## config.mk

```make
export PLATFORM = sky130hd
export DESIGN_NAME = bubble_spawn_ctrl
export DESIGN_NICKNAME = d
export VERILOG_FILES = /design/src/rtl/bubble_spawn_ctrl.sv
export SDC_FILE = /design/constraint.sdc
export NUM_CORES = 1
export LEC_CHECK = 0
export CAP_MARGIN = 20
export CORE_MARGIN = 5
export CORE_UTILIZATION = 32
export CTS_BUF_LIST = sky130_fd_sc_hd__clkbuf_8
export DETAILED_ROUTE_END_ITERATION = 10
export PLACE_DENSITY = 0.57
export SLEW_MARGIN = 25
export SYNTH_ARGS = -nofsm -noshare
export SYNTH_HDL_FRONTEND = slang
export SYNTH_SLANG_ARGS = --single-unit
```

## constraint.sdc

```tcl
create_clock -name clk -period 5.83 [get_ports clk]
set_clock_uncertainty 0.2 [all_clocks]
set_input_delay 0.583 -clock clk [delete_from_list [all_inputs] [get_ports clk]]
set_output_delay 0.583 -clock clk [all_outputs]
set_load 0.05 [all_outputs]
```

## src/rtl/bubble_spawn_ctrl.sv

```systemverilog
// bubble_spawn_ctrl: slot allocator and launch sequencer for the bubble pool.
// Loads the opening bubble of a level, collects split events from live slots,
// and launches the two children of each split: the left child reuses the
// parent slot, and the right child takes the lowest free slot.
module bubble_spawn_ctrl #(
  parameter int unsigned NUM_SLOTS = 8,
  parameter int unsigned X_GAP     = 32,
  parameter int unsigned X_MAX     = 600
) (
  input  logic                      clk,
  input  logic                      resetN,
  input  logic                      levelLoad,
  input  logic [2:0]                initSize,
  input  logic [10:0]               initX,
  input  logic [10:0]               initY,
  input  logic [NUM_SLOTS-1:0]      split,
  input  logic [11*NUM_SLOTS-1:0]   slotX,
  input  logic [11*NUM_SLOTS-1:0]   slotY,
  output logic [NUM_SLOTS-1:0]      start,
  output logic [3*NUM_SLOTS-1:0]    sizeOut,
  output logic [NUM_SLOTS-1:0]      direction,
  output logic [11*NUM_SLOTS-1:0]   startTopX,
  output logic [11*NUM_SLOTS-1:0]   startTopY,
  output logic [NUM_SLOTS-1:0]      slotActive,
  output logic [4:0]                activeCount,
  output logic                      allCleared,
  output logic                      overflow
);

  localparam int unsigned SIZE_W  = 3;
  localparam int unsigned COORD_W = 11;
  localparam int unsigned CNT_W   = 5;
  localparam logic [COORD_W:0]   GAP_EXT = (COORD_W+1)'(X_GAP);
  localparam logic [COORD_W:0]   MAX_EXT = (COORD_W+1)'(X_MAX);
  localparam logic [COORD_W-1:0] MAX_X   = COORD_W'(X_MAX);

  // SPAWN_L: the left-child pulse (if any) is on the outputs and the right child
  // is being placed; SPAWN_R: the right-child pulse is on the outputs.
  typedef enum logic [1:0] {
    ST_IDLE,
    ST_LOAD,
    ST_SPAWN_L,
    ST_SPAWN_R
  } state_t;

  state_t                    state_q, state_d;
  logic [NUM_SLOTS-1:0]      pending_q, pending_d;
  logic [NUM_SLOTS-1:0]      par_mask_q, par_mask_d;
  logic [SIZE_W-1:0]         par_size_q, par_size_d;
  logic [COORD_W-1:0]        par_x_q, par_x_d;
  logic [COORD_W-1:0]        par_y_q, par_y_d;

  logic [NUM_SLOTS-1:0]      start_d;
  logic [SIZE_W*NUM_SLOTS-1:0]  size_d;
  logic [NUM_SLOTS-1:0]      dir_d;
  logic [COORD_W*NUM_SLOTS-1:0] x_d;
  logic [COORD_W*NUM_SLOTS-1:0] y_d;
  logic [NUM_SLOTS-1:0]      active_d;
  logic [CNT_W-1:0]          count_d;
  logic                      all_cleared_d;
  logic                      overflow_d;

  logic [NUM_SLOTS-1:0]      live_pend;
  logic                      pick_found;
  logic [NUM_SLOTS-1:0]      pick_mask;
  logic [SIZE_W-1:0]         pick_size;
  logic [COORD_W-1:0]        pick_x;
  logic [COORD_W-1:0]        pick_y;
  logic                      free_found;
  logic [NUM_SLOTS-1:0]      free_mask;
  logic [COORD_W:0]          right_sum;
  logic [COORD_W-1:0]        right_x;

  assign live_pend = pending_q & slotActive;

  // Lowest pending live slot and the parent attributes it would hand over.
  always_comb begin
    pick_found = 1'b0;
    pick_mask  = '0;
    pick_size  = '0;
    pick_x     = '0;
    pick_y     = '0;
    for (int i = 0; i < int'(NUM_SLOTS); i++) begin
      if (live_pend[i] && !pick_found) begin
        pick_found   = 1'b1;
        pick_mask[i] = 1'b1;
        pick_size    = sizeOut[SIZE_W*i +: SIZE_W];
        pick_x       = slotX[COORD_W*i +: COORD_W];
        pick_y       = slotY[COORD_W*i +: COORD_W];
      end
    end
  end

  // Lowest free slot for the right child.
  always_comb begin
    free_found = 1'b0;
    free_mask  = '0;
    for (int i = 0; i < int'(NUM_SLOTS); i++) begin
      if (!slotActive[i] && !free_found) begin
        free_found   = 1'b1;
        free_mask[i] = 1'b1;
      end
    end
  end

  // Right child X: 12-bit add so it cannot wrap, then clamp to the right edge.
  always_comb begin
    right_sum = {1'b0, par_x_q} + GAP_EXT;
    right_x   = (right_sum > MAX_EXT) ? MAX_X : right_sum[COORD_W-1:0];
  end

  // State and output registers.
  always_ff @(posedge clk or negedge resetN) begin
    if (!resetN) begin
      state_q     <= ST_IDLE;
      pending_q   <= '0;
      par_mask_q  <= '0;
      par_size_q  <= '0;
      par_x_q     <= '0;
      par_y_q     <= '0;
      start       <= '0;
      sizeOut     <= '0;
      direction   <= '0;
      startTopX   <= '0;
      startTopY   <= '0;
      slotActive  <= '0;
      activeCount <= '0;
      allCleared  <= 1'b0;
      overflow    <= 1'b0;
    end else begin
      state_q     <= state_d;
      pending_q   <= pending_d;
      par_mask_q  <= par_mask_d;
      par_size_q  <= par_size_d;
      par_x_q     <= par_x_d;
      par_y_q     <= par_y_d;
      start       <= start_d;
      sizeOut     <= size_d;
      direction   <= dir_d;
      startTopX   <= x_d;
      startTopY   <= y_d;
      slotActive  <= active_d;
      activeCount <= count_d;
      allCleared  <= all_cleared_d;
      overflow    <= overflow_d;
    end
  end

  // Next-state and next-output logic; levelLoad wins in every state.
  always_comb begin
    state_d    = state_q;
    pending_d  = pending_q | (split & slotActive);
    par_mask_d = par_mask_q;
    par_size_d = par_size_q;
    par_x_d    = par_x_q;
    par_y_d    = par_y_q;
    start_d    = '0;
    size_d     = sizeOut;
    dir_d      = direction;
    x_d        = startTopX;
    y_d        = startTopY;
    active_d   = slotActive;
    overflow_d = overflow;

    case (state_q)
      ST_IDLE: begin
        if (levelLoad) begin
          state_d = ST_LOAD;
        end else if (pick_found) begin
          par_mask_d = pick_mask;
          par_size_d = pick_size;
          par_x_d    = pick_x;
          par_y_d    = pick_y;
          pending_d  = (pending_q & ~pick_mask) | (split & slotActive);
          if (pick_size != '0) begin
            start_d = pick_mask;
            for (int i = 0; i < int'(NUM_SLOTS); i++) begin
              if (pick_mask[i]) begin
                size_d[SIZE_W*i +: SIZE_W]   = pick_size - SIZE_W'(1);
                dir_d[i]                     = 1'b0;
                x_d[COORD_W*i +: COORD_W]    = pick_x;
                y_d[COORD_W*i +: COORD_W]    = pick_y;
              end
            end
          end
          state_d = ST_SPAWN_L;
        end
      end

      ST_SPAWN_L: begin
        if (levelLoad) begin
          state_d = ST_LOAD;
        end else if (par_size_q == '0) begin
          // Smallest bubble pops without children and frees its slot.
          active_d = slotActive & ~par_mask_q;
          state_d  = ST_IDLE;
        end else begin
          if (free_found) begin
            active_d = slotActive | free_mask;
            start_d  = free_mask;
            for (int i = 0; i < int'(NUM_SLOTS); i++) begin
              if (free_mask[i]) begin
                size_d[SIZE_W*i +: SIZE_W]   = par_size_q - SIZE_W'(1);
                dir_d[i]                     = 1'b1;
                x_d[COORD_W*i +: COORD_W]    = right_x;
                y_d[COORD_W*i +: COORD_W]    = par_y_q;
              end
            end
          end else begin
            overflow_d = 1'b1;
          end
          state_d = ST_SPAWN_R;
        end
      end

      ST_SPAWN_R: begin
        state_d = levelLoad ? ST_LOAD : ST_IDLE;
      end

      ST_LOAD: begin
        active_d                = NUM_SLOTS'(1);
        start_d                 = NUM_SLOTS'(1);
        size_d[SIZE_W-1:0]      = initSize;
        dir_d[0]                = 1'b1;
        x_d[COORD_W-1:0]        = initX;
        y_d[COORD_W-1:0]        = initY;
        pending_d               = '0;
        overflow_d              = 1'b0;
        state_d                 = levelLoad ? ST_LOAD : ST_IDLE;
      end

      default: state_d = ST_IDLE;
    endcase
  end

  // Population count and pool-empty edge, both taken from the next slot mask.
  always_comb begin
    count_d = '0;
    for (int i = 0; i < int'(NUM_SLOTS); i++) begin
      count_d = count_d + CNT_W'(active_d[i]);
    end
    all_cleared_d = (|slotActive) && !(|active_d);
  end

endmodule
```

Word-level counts from Yosys, hierarchy flattened
Index checks and enable logic that the tools add are counted.

Register bits after elaboration: 274. Word-level logic and storage cells: 321.

Add/sub/neg operators: 10. $lt $le $gt $ge: 1. Equal/unequal tests: 27. Muxes and demuxes: 175. Bitwise operators: 10. Reductions and logical operators: 55.

Operators by type and width (count): 88-bit two-way mux (12); 11-bit two-way mux (49); 77-bit one-hot mux with 2 select lines (2); 24-bit two-way mux (6); 8-bit two-way mux (17); 3-bit two-way mux (24); 9-bit AND reduction (8); 11-bit one-hot mux with 3 select lines (2); 1-bit two-way mux (50); 2-bit inequality test, second input constant (23); 21-bit one-hot mux with 2 select lines (1); 8-bit AND (4); 8-bit one-hot mux with 2 select lines (2); 8-bit OR (3); 8-bit one-hot mux with 3 select lines (1); 1-bit zero test (21); 8-bit NOT (2); 8-bit OR reduction (2); 5-bit by 1-bit adder with 5-bit output (3); 1-bit logical AND (15); 7-bit one-hot mux with 2 select lines (1); 11-bit by 6-bit adder with 12-bit output, second input constant (1); 12-bit by 10-bit > comparator with 1-bit output, second input constant (1); 3-bit one-hot mux with 3 select lines (1); 20 further kinds (27).

Depth between registers and ports, before layout
Gate-level depths: netlist of the first run.

Word-level depth: 33. Mapped depth: 19.

Worst setup path after synthesis of the first run
Ideal clock, no wire load.

Kind: register to register. From: reg state_q[0]. To: reg activeCount[2]. Library setup time: 123 ps. Arrival time: 4260 ps. Setup slack: 1247 ps. Cell stages (with the launch flop): 20. Path buffers: 4. Clock period less this slack: 4583 ps. Cell sequence: dfrtp_1 > inv_1 > ha_1 > clkbuf_1 > inv_1 > clkbuf_1 > buf_1 > buf_1 > a21oi_1 > o21ai_0 > nand2_1 > fa_1 > inv_1 > fa_1 > fa_1 > inv_1 > ha_1 > inv_1 > fa_1 > xnor2_1.

Longest elaborated chain between the ends: 9.

Ends and longest elaborated chain: start, declared (line 46) `state_t state_q, state_d;`; start signal, assigned (line 131) `state_q <= state_d;`; 2-bit by 1-bit equality test with 1-bit output / 2-bit equality test (equally long branches) (line 165) `case (state_q)`; 8-bit one-hot mux with 2 select lines * (line 165); via active_d[0] (line 58) `logic [NUM_SLOTS-1:0] active_d;`; 1-bit by 1-bit adder with 2-bit output * (line 240) `count_d = count_d + CNT_W'(active_d[i]);`; 2-bit by 1-bit adder with 3-bit output * (line 240); 3-bit by 1-bit adder with 4-bit output * (line 240); 4-bit by 1-bit adder with 5-bit output * (line 240); 5-bit by 1-bit adder with 5-bit output * (3 in a row) (line 240); via count_d[2] (line 59) `logic [CNT_W-1:0] count_d;`; end signal, assigned (line 143) `activeCount <= count_d;`; end, declared (line 25) `output logic [4:0] activeCount,`.

Mark *: on every way through the listed nets, which the timed path passes. The rest lies on a longest branch. A chain may end at the register's enable or synchronous reset.

Worst setup path after layout of the first run
From: reg slotActive[2]. To: reg startTopX[63].

Longest elaborated chain between the ends: 23.

Ends and longest elaborated chain: start, declared (line 24) `output logic [NUM_SLOTS-1:0] slotActive,`; start signal, assigned (line 142) `slotActive <= active_d;`; 8-bit AND (line 74) `assign live_pend = pending_q & slotActive;`; 1-bit logical AND (line 84) `if (live_pend[i] && !pick_found) begin`; 1-bit two-way mux (line 84); 1-bit zero test (line 84); 1-bit logical AND (line 84); 1-bit two-way mux (line 84); 1-bit zero test (line 84); 1-bit logical AND (line 84); [7 not listed]; 1-bit zero test (line 84); 1-bit logical AND (line 84); 11-bit two-way mux (line 84); 11-bit two-way mux (line 178) `if (pick_mask[i]) begin`; 88-bit two-way mux (line 175) `if (pick_size != '0) begin`; 88-bit two-way mux (line 169) `end else if (pick_found) begin`; 88-bit two-way mux (line 167) `if (levelLoad) begin`; 77-bit one-hot mux with 2 select lines (line 165); end signal, assigned (line 124) `startTopX <= '0;`; end signal, assigned (line 140) `startTopX <= x_d;`; end, declared (line 22) `output logic [11*NUM_SLOTS-1:0] startTopX,`.

Parallel ways exist; a longest one is shown, timed or not. The select of a mux whose other input is x is not followed.

==> results.py, run 1 <==
metrics = {
    "outcome": {
        "status": "finished clean",
    },
    "final_layout": {
        "nFillCells": 3941,
        "drive_gt1_share_pct": 13.22,
        "multiInputGateArea_um2": 6122,
        "antennaDiodeCount": 0,
        "area_growth_pct": 45.73,
        "final-seq-area_um2": 6832,
        "final_nets": 2035,
    },
    "clock_network": {
        "path_clk_slew_ns": 0.06,
        "cts_setup_buffers": 0,
        "cts_root_buf": "clkbuf_8",
        "clock-sinks": 273,
        "clockBufferDepth": 3,
        "cts-buffers-inserted": 51,
        "insertion_delay_ns": 0.64,
        "tritoncts": "built",
        "h-tree-depth": 2,
    },
    "worst_hold_path": {
        "hold-path-cell-count": 2,
        "holdPathEnd": "direction[1]",
        "hold_path_class": "reg2reg",
        "min-delay-start": "direction[1]",
    },
    "placed_design": {
        "dp_hpwl_mm": 46.41,
        "gp_congestion": 0.9182,
        "io_buffers": 441,
    },
    "synthesis": {
        "synth_nets": 1597,
        "syn_area_per_cell_um2": 9.820,
        "netlist_area_um2": 13420,
        "synth-edff-count": 0,
        "synth_ff_type": "dfrtp_1",
        "yosysTopAreaCell": "dfrtp_1",
        "yosys_warnings": 0,
        "synthTopCellsByArea": "dfrtp_1 51%, mux2_2 7.5%, nand2_1 6.3%, o21ai_0 5.1%, nor2_1 2.3%",
        "async_flop_share_pct": 100.0,
        "yosys_register_bits": 273,
        "syn_inst": 1367,
        "yosysUniqueCellTypes": 74,
        "seq_area_frac_synth_pct": 50.89,
        "synth_top_area_share_pct": 50.89,
    },
    "sta": {
        "tns_ns": 0,
        "setup-violations-final": 0,
        "period_needed_ns": 5.008,
        "hold_violations": 0,
        "report.final.slew_viol_count": 0,
        "slew_headroom_pct": 31.61,
        "max_freq_ghz": 0.1997,
        "tightest_slew_ns": 1.022,
        "rsz0062_at_grt": "no",
        "post-route-period-util_pct": 85.91,
    },
    "setup_path": {
        "critPathMostFrequentCell": "buf_4",
        "critPathCaptureType": "flop",
        "path_cells": "buf_4 -> a222oi_1 -> buf_4 -> and2_1 -> nand2_1 -> nand3_1 -> o22ai_1 -> ha_1 -> ha_1 -> or2_2 -> a31o_2 -> a32oi_2 -> o221a_2 -> buf_4 -> nor2_1 -> a21oi_1",
        "cp_slowest_stage_delay_ns": 0.75,
        "worstPathMaxFanout": 22,
        "timing.rr.start": "slotActive[2]",
        "crit_path_top_delay_cell": "o221a_2",
        "r2r_end": "startTopX[63]",
        "crit_family": "compound AO/OA/AOI/OAI gates",
        "required_ns": 6.18,
        "r2r_cells": 16,
        "critPathKind": "reg2reg",
        "ff2ff_setup_slack_ns": 0.82,
        "path_buf_inv": 3,
        "cp-start-kind": "flop",
        "arrival_ns": 5.36,
    },
    "global_routing": {
        "grt_overflow": 0,
        "grt_pass1_wl_mm": 92.98,
        "grt_max_degree": 123,
        "antenna_found_initial": 3,
        "grt_use_total_pct": 26.63,
        "grt_pass1_vias": 13340,
    },
    "pwr": {
        "p_leak_nw": 8.512,
        "seq_power_share_pct": 27.4,
        "vdd_drop_max_v": 0.0003474,
        "total_power_w": 0.01112,
        "p_int_w": 0.005574,
        "clockPowerShare_pct": 16.5,
        "switching_power_w": 0.005548,
        "powerDensity_nw_per_um2": 568.5,
        "pwr-share-comb_pct": 56.1,
        "p_sw_share_pct": 49.88,
    },
    "floorplanning": {
        "core_um2": 41760,
        "dieArea_um2": 46150,
        "num_rows": 75,
        "num_io_pins": 443,
        "fp.dieH_um": 214.8,
        "die_w_um": 214.8,
        "start_util_pct": 32.15,
    },
    "routing": {
        "vias_per_cell": 5.443,
        "post_drt_wl_per_cell_um": 26.77,
        "ant_nets": 0,
        "routed_wl_mm": 63.62,
        "drtIter0Drc": 1149,
        "drt_pre_antenna_iters": 6,
        "drc_errors": 0,
        "num_vias": 12940,
    },
    "run": {
        "timing.max_cap.violations": 0,
    },
}
==> worst min-delay path, cell delays in order (launching register included) <==
cell     delay (ns)
dfrtp_1        0.34
nand2_1        0.04
o21ai_0        0.06
==> flip-flops by register name (all words and copies together) (netlist names), 4 cells and up <==
register,cells
slotActive,8
sizeOut,24
activeCount,4
pending_q,8
par_y_q,11
par_x_q,11
startTopX,88
start,8
direction,8
startTopY,88
par_mask_q,8
==> cell usage in the layout, fill, tap and decap left out, types with 5 or more instances in the layout <==
cell             Yosys  routed
o211ai_1            19      19
nand3_1             39      38
clkbuf_8             0      64
nand2_1            226     225
and2_1              12      12
a222oi_1            20      20
a21oi_1             57      56
a211o_1              8       8
o311ai_0             5       5
clkinv_2             0       5
or3_1                5       5
o22ai_1              7       6
a211oi_1             6       6
buf_4                2      50
a22o_1               5       5
o31ai_1             14      13
o21ai_1              6       6
nand2b_1             5       5
o21ai_0            137     136
a22oi_1             17      17
ha_1                14      13
mux2_2              89      89
dfrtp_1            273     273
inv_1               32      45
and3_1              17      17
a221o_1             20      20
nand4_1              6       6
nor2b_1              5       5
mux2i_1             17      17
o21a_1               5       5
a31oi_1             16      16
clkdlybuf4s50_1      0     440
a221oi_1             9       9
nor3_1               9       9
nor2_1              82      81
==> cell type report <==
type,instances,share of cell area (%)
sequential,273,34.92
inverter,32,0.6140
clock inverter,22,0.5564
timing repair buffer,493,24.66
multi-input combinational,954,31.30
clock buffer,64,4.503
tap,539,3.447
==> how the worst max path moves through the flow <==
stage                              from              to  slack, ns  depth (start not counted)
after floorplan              state_q[0]  activeCount[2]       1.25                         19
after global placement        levelLoad  activeCount[2]       1.02                         17
after detailed placement  slotActive[2]   startTopX[63]       0.89                         16
after CTS                 slotActive[2]   startTopX[63]       0.88                         16
after global routing      slotActive[4]   startTopY[55]       0.56                         14
final                     slotActive[2]   startTopX[63]       0.82                         16
==> layer usage <==
metal	global-route usage, %	vias up	wire length [µm]
li1	-	5813	-
met1	34.36	6408	26580
met2	43.26	617	29580
met3	8.683	97	5782
met4	7.344	4	1646
met5	0	-	30
==> cell usage after synthesis, types with 14 or more instances <==
cell      instances
and3_1           17
o21ai_0         137
nand2_1         226
o31ai_1          14
a221o_1          20
dfrtp_1         273
a21oi_1          57
o211ai_1         19
buf_2            21
nor2_1           82
a222oi_1         20
mux2_2           89
a31oi_1          16
a22oi_1          17
inv_1            32
clkbuf_1         76
mux2i_1          17
nand3_1          39
ha_1             14
==> metrics by stage <==
| step | util (%) | instance area [µm²] | hold WS (ns) | std cells | worst slack, ns |
|---|---|---|---|---|---|
| after detailed placement | 44.42 | 18550 | 0.2698 | 2290 | 0.8877 |
| after global routing | 46.85 | 19560 | 0.3011 | 2377 | 0.5634 |
| after floorplan | - | 13420 | 0.08741 | 1367 | 1.247 |
| final | 46.85 | 19560 | 0.2773 | 2377 | 0.8216 |
| after global placement | 44.40 | 18540 | 0.2585 | 2290 | 1.018 |
| after CTS | 46.82 | 19550 | 0.2839 | 2377 | 0.8831 |
==> what timing repair did <==
| action | CTS | global route |
|---|---|---|
| gates resized for setup | 0 | 0 |
| hold buffers | 1 | 0 |
| hold endpoints to repair | 82 | 0 |
| endpoints found under the setup margin | 0 | 0 |
==> logic make-up (layout without fill, tap and decap cells) <==
family / after synthesis / in the layout / synth area share (%)
AO/OA/AOI/OAI: 394 / 394 / 19.88
AND/OR/NAND/NOR: 429 / 429 / 13.97
XOR/XNOR: 4 / 4 / 0.2610
other: 1 / 1 / 0.02793
adder cells (fa/ha/maj): 18 / 18 / 1.901
flip-flops: 273 / 273 / 50.89
multiplexers: 108 / 108 / 8.901
buffers and inverters: 140 / 611 / 4.166
==> power by group through the flow <==
stage	clock (W)	sequential, W	combinational [W]
after CTS	0.00189	0.00305	0.00627
after floorplan	0	0.00497	0.00186
after detailed placement	0	0.00306	0.00625
after global routing	0.00197	0.00314	0.00658
final	0.00184	0.00304	0.00624
after global placement	0	0.00305	0.00622
Note: power is estimated with default switching activity, not from simulation.
==> inputs of run 2 (changes only) <==
==> constraint.sdc (replaced) <==
create_clock -name clk -period 5.83 [get_ports clk]
set_clock_uncertainty 0.2 [all_clocks]
set_input_delay 1.166 -clock clk [delete_from_list [all_inputs] [get_ports clk]]
set_output_delay 1.166 -clock clk [all_outputs]
set_load 0.05 [all_outputs]
==> run 2 against run 1 <==
  * Clock power grew 5%
  * Utilization is 0.29 points higher
  * Non-clock buffer count stayed put
  * Combinational power hardly changed
  * Sequential share of layout area down 0.22 points
  * First-iteration DRC count is 6.6% lower
  * Global-route usage shrank 0.41 points
  * Sequential power hardly changed
  * Critical path depth fell by 3
  * Hold slack lost 0.0022 ns
  * Die area is the same
  * Critical endpoint is now startTopY[57]
  * Highest routed layer unchanged
==> results.py, run 2 (synthesis gave the netlist of run 1 again) <==
metrics = {
    "clock_network": {
        "h-tree-depth": 2,
        "tritoncts": "built",
        "cts-buffers-inserted": 51,
        "post_cts_resized": 0,
        "hold_buffers": 0,
        "clock-sinks": 273,
        "insertion_delay_ns": 0.63,
        "clockBufferDepth": 3,
        "cts_root_buf": "clkbuf_8",
        "cts_setup_buffers": 0,
        "path_clk_slew_ns": 0.06,
    },
    "outcome": {
        "status": "finished clean",
    },
    "run": {
        "timing.max_cap.violations": 0,
    },
    "setup_path": {
        "arrival_ns": 5.20,
        "cp_slowest_stage_delay_ns": 0.56,
        "critPathCaptureType": "flop",
        "cp-start-kind": "flop",
        "crit_family": "compound AO/OA/AOI/OAI gates",
        "critPathKind": "reg2reg",
        "crit_path_top_delay_cell": "a222oi_1",
        "critPathMostFrequentCell": "ha_1",
        "path_buf_inv": 1,
        "required_ns": 6.11,
        "ff2ff_setup_slack_ns": 0.91,
        "worstPathMaxFanout": 13,
        "path_cells": "a222oi_1 -> and2_1 -> nand2_1 -> nand3_1 -> o22ai_1 -> ha_1 -> ha_1 -> or2_2 -> a31o_2 -> a32oi_2 -> o221a_2 -> buf_12 -> mux2_2",
    },
    "routing": {
        "ant_nets": 0,
        "routed_wl_mm": 62.74,
        "drtIter0Drc": 1073,
        "vias_per_cell": 5.452,
        "num_vias": 12990,
        "post_drt_wl_per_cell_um": 26.33,
        "drc_errors": 0,
        "drt_pre_antenna_iters": 7,
    },
    "sta": {
        "period_needed_ns": 4.916,
        "slew_headroom_pct": 28.22,
        "rsz0062_at_grt": "no",
        "max_freq_ghz": 0.2034,
        "postLayoutSetupSlackWorst_ns": 0.9136,
        "tns_ns": 0,
        "report.final.slew_viol_count": 0,
        "tightest_slew_ns": 1.077,
        "setup-violations-final": 0,
        "post-route-period-util_pct": 84.33,
        "hold_violations": 0,
    },
    "floorplanning": {
        "start_util_pct": 32.15,
        "die_w_um": 214.8,
        "num_rows": 75,
        "dieArea_um2": 46150,
        "num_io_pins": 443,
        "core_um2": 41760,
        "fp.dieH_um": 214.8,
    },
    "pwr": {
        "p_leak_nw": 8.573,
        "p_sw_share_pct": 49.25,
        "p_int_w": 0.005702,
        "seq_power_share_pct": 27.0,
        "switching_power_w": 0.005534,
        "pwr-share-comb_pct": 55.7,
        "clockPowerShare_pct": 17.3,
        "powerDensity_nw_per_um2": 570.8,
        "vdd_drop_max_v": 0.0004195,
    },
    "placed_design": {
        "dp_hpwl_mm": 46.31,
        "gp_congestion": 0.9246,
        "io_buffers": 441,
        "dp_cells": 2290,
        "placed_area_um2": 18570,
        "dp_worst_setup_slack_ns": 0.5636,
    },
    "final_layout": {
        "antennaDiodeCount": 0,
        "final_nets": 2035,
        "area_growth_pct": 46.64,
        "drive_gt1_share_pct": 13.34,
        "reg_top3": "startTopX x88, startTopY x88, sizeOut x24",
        "final_common_cell": "clkdlybuf4s50_1",
        "stdcell_count": 2383,
        "fin_area_um2": 19690,
        "final_cell_mix": "440 x clkdlybuf4s50_1, 273 x dfrtp_1, 225 x nand2_1",
    },
    "global_routing": {
        "grt_use_total_pct": 26.23,
        "grt_max_degree": 132,
        "grt_overflow": 0,
        "grt_pass1_vias": 13350,
        "antenna_found_initial": 3,
        "grt_pass1_wl_mm": 91.66,
    },
    "worst_hold_path": {
        "hold_path_class": "in2async",
    },
}
-- run 2: cell count changes in the layout (fill, tap and decap cells not counted), sizes merged --
cell	before	now
bufinv	0	2
inv	47	49
clkbuf	64	65
clkinvlp	2	3
dlygate4sd3	1	0
buf	52	53
-- run 2: cell type report --
| type | count | area (µm²) |
|---|---|---|
| flip-flops and latches | 273 | 6832 |
| multi-input cells | 954 | 6110 |
| well taps | 539 | 674.4 |
| clock buffers | 65 | 894.6 |
| repair buffers | 493 | 4867 |
| fillers | 3959 | 22070 |
| inverters | 32 | 120.1 |
| clock inverters | 27 | 187.7 |
-- run 2: path summary, 6_finish.rpt --
kind | start | to | depth (start not counted)
setup reg to reg | pending_q[1] | startTopY[57] | 13
setup / recovery | pending_q[1] | startTopY[57] | 13
hold / removal | resetN | startTopY[78] | 1
hold reg to reg | direction[0] | direction[0] | 2
min in group clk | direction[0] | direction[0] | 2
max in group asynchronous | resetN | startTopX[64] | 2
-- run 2: through the flow --
stage / power (W) / util, % / hold WS (ns)
global placement: 0.009284 / 44.46 / 0.2613
finish: 0.01124 / 47.14 / 0.2750
detailed placement: 0.009335 / 44.47 / 0.2705
CTS: 0.01134 / 47.06 / 0.2836
floorplan: 0.006834 / - / 0.2446
global route: 0.01182 / 47.14 / 0.2821
-- run 2: worst register-to-register path: cells and delay by family (launching register included) --
kind            cells  cell delay [ns]
mux                 1             0.34
compound gates      5             1.87
simple gates        4             1.21
flops               1             0.52
fa+ha+maj           2             0.47
buf+inv             1             0.21
-- run 2: per-layer routing --
metal,global-route usage (%),vias up,routed length [µm]
li1,-,5811,-
met3,8.908,111,6215
met2,41.99,631,28930
met5,0,-,20
met1,33.51,6438,25490
met4,8.697,2,2085
-- run 2: power by group through the flow --
| stage | registers, W | logic [W] | clock network [W] |
|---|---|---|---|
| 3_3_place_gp | 0.00304 | 0.00625 | 0 |
| 6_report | 0.00304 | 0.00625 | 0.00194 |
| 2_1_floorplan | 0.00497 | 0.00186 | 0 |
| 5_1_grt | 0.00313 | 0.00661 | 0.00209 |
| 4_1_cts | 0.00304 | 0.00630 | 0.00200 |
| 3_5_place_dp | 0.00306 | 0.00628 | 0 |
==> inputs of run 3 (changes only) <==
==> constraint.sdc (replaced) <==
create_clock -name clk -period 5.1 [get_ports clk]
set_clock_uncertainty 0.2 [all_clocks]
set_input_delay 1.02 -clock clk [delete_from_list [all_inputs] [get_ports clk]]
set_output_delay 1.02 -clock clk [all_outputs]
set_load 0.05 [all_outputs]
==> run 3 against run 2 <==
  * Global-route usage is 0.52 points higher
  * Utilization is 0.11 points higher
  * Maximum frequency is 9.8% higher
  * Hold slack worse by 0.021 ns
  * Flip-flop and latch count stayed put
  * Clock power is 9% higher
  * Combinational power is 16% higher
  * Design area is 0.23% higher
  * Sequential power is 15% higher
  * Critical path depth is 2 higher
  * Sequential share of layout area is 0.079 points lower
  * Highest routed layer unchanged
==> results.py, run 3 (synthesis gave the netlist of run 1 again) <==
metrics = {
    "final_layout": {
        "area_growth_pct": 46.98,
        "final_nets": 2052,
        "reg_top3": "startTopX x88, startTopY x88, sizeOut x24",
        "final_common_cell": "clkdlybuf4s50_1",
        "final_cell_mix": "440 x clkdlybuf4s50_1, 273 x dfrtp_1, 225 x nand2_1",
        "nFillCells": 3977,
        "drive_gt1_share_pct": 13.62,
        "fin_util_pct": 47.25,
    },
    "sta": {
        "max_freq_ghz": 0.2233,
        "hold_violations": 0,
        "post-route-period-util_pct": 87.82,
        "period_needed_ns": 4.479,
        "setup-violations-final": 0,
        "tns_ns": 0,
        "tightest_slew_ns": 1.102,
        "report.final.slew_viol_count": 0,
        "slew_headroom_pct": 26.50,
        "rsz0062_at_grt": "no",
        "postLayoutSetupSlackWorst_ns": 0.6212,
    },
    "pwr": {
        "vdd_drop_max_v": 0.0004396,
        "clockPowerShare_pct": 16.5,
        "seq_power_share_pct": 27.2,
        "pwr-share-comb_pct": 56.4,
        "powerDensity_nw_per_um2": 650.4,
        "p_int_w": 0.006485,
        "p_sw_share_pct": 49.47,
        "switching_power_w": 0.006348,
        "p_leak_nw": 8.630,
    },
    "outcome": {
        "status": "finished clean",
    },
    "global_routing": {
        "grt_overflow": 0,
        "grt_pass1_vias": 13440,
        "antenna_found_initial": 3,
        "grt_max_degree": 92,
        "grt_pass1_wl_mm": 93.40,
        "grt_use_total_pct": 26.75,
    },
    "clock_network": {
        "insertion_delay_ns": 0.62,
        "cts_root_buf": "clkbuf_8",
        "cts-buffers-inserted": 50,
        "path_clk_slew_ns": 0.06,
        "clockBufferDepth": 3,
        "cts_setup_buffers": 0,
        "clock-sinks": 273,
        "tritoncts": "built",
        "h-tree-depth": 2,
        "post_cts_resized": 0,
        "hold_buffers": 0,
    },
    "worst_hold_path": {
        "hold_path_class": "in2async",
    },
    "routing": {
        "ant_nets": 0,
        "vias_per_cell": 5.429,
        "routed_wl_mm": 63.79,
        "drc_errors": 0,
        "drtIter0Drc": 1008,
        "drt_pre_antenna_iters": 6,
        "num_vias": 13020,
        "post_drt_wl_per_cell_um": 26.60,
    },
    "run": {
        "timing.max_cap.violations": 0,
    },
    "setup_path": {
        "ff2ff_setup_slack_ns": 0.62,
        "arrival_ns": 4.73,
        "worstPathMaxFanout": 23,
        "required_ns": 5.35,
        "cp-start-kind": "flop",
        "critPathCaptureType": "flop",
        "critPathKind": "reg2reg",
    },
    "placed_design": {
        "dp_hpwl_mm": 47.56,
        "io_buffers": 441,
        "dp_worst_setup_slack_ns": 0.1303,
        "gp_congestion": 0.9390,
    },
    "floorplanning": {
        "num_io_pins": 443,
        "start_util_pct": 32.15,
        "num_rows": 75,
        "fp.dieH_um": 214.8,
        "core_um2": 41760,
        "die_w_um": 214.8,
        "dieArea_um2": 46150,
    },
}
-- run 3: cell types whose count changed in the layout (fill, tap and decap cells not counted), moves of 2 or more --
cell,previous run,this run
buf_4,48,66
clkbuf_8,65,60
clkinv_2,4,2
clkinvlp_4,3,1
diode_2,0,2
inv_1,47,52
-- run 3: per-layer routing --
layer  GRT usage (%)  part of all wire [%]
met5               0                 0.045
met4           9.427                   3.8
met3           9.555                   9.7
met2           42.32                    45
met1           34.07                    41
-- run 3: final timing paths --
kind                               startpoint       endpoint  cells past startpoint
worst max register to register  slotActive[1]  startTopX[73]                     15
min in group clk                startTopY[15]  startTopY[15]                      2
worst max-delay path            slotActive[1]  startTopX[73]                     15
worst min register to register  startTopY[15]  startTopY[15]                      2
max in group asynchronous              resetN  startTopX[54]                      2
worst min-delay path                   resetN  startTopY[82]                      1
-- run 3: final cells by class --
class / instances / area, µm² / share of cell area (%)
diodes: 2 / 5.005 / 0.02537
clock buffers: 60 / 825.8 / 4.185
clock inverters: 27 / 172.7 / 0.8751
inverters: 32 / 120.1 / 0.6088
multi-input cells: 954 / 6106 / 30.95
flip-flops and latches: 273 / 6832 / 34.62
well taps: 539 / 674.4 / 3.418
repair buffers: 511 / 4995 / 25.32
-- run 3: power groups by stage --
stage | Sequential [W] | Clock, W | Combinational, W
5_1_grt | 0.00360 | 0.00228 | 0.00762
2_1_floorplan | 0.00568 | 0 | 0.00213
4_1_cts | 0.00349 | 0.00218 | 0.00727
3_5_place_dp | 0.00351 | 0 | 0.00724
3_3_place_gp | 0.00349 | 0 | 0.00721
6_report | 0.00349 | 0.00211 | 0.00723
-- run 3: critical path, stage by stage, from the launching register on --
cell,delay (ns)
dfrtp_1,0.51
a222oi_1,0.59
buf_4,0.27
nand2_2,0.06
a211oi_1,0.22
a211oi_1,0.11
ha_1,0.22
ha_1,0.26
or2_2,0.31
a31o_2,0.22
a32oi_2,0.31
buf_4,0.20
o211ai_4,0.29
buf_4,0.36
nand2_1,0.09
o21ai_0,0.09
-- run 3: stage by stage --
stage               instances  total power (W)  hold slack (ns)  cell area [µm²]
floorplan                1367         0.007812           0.2446            13420
global placement         2309          0.01070           0.2597            18720
detailed placement       2309          0.01075           0.2697            18720
CTS                      2396          0.01294           0.2356            19720
global route             2397          0.01350           0.2713            19730
finish                   2398          0.01283           0.2539            19730
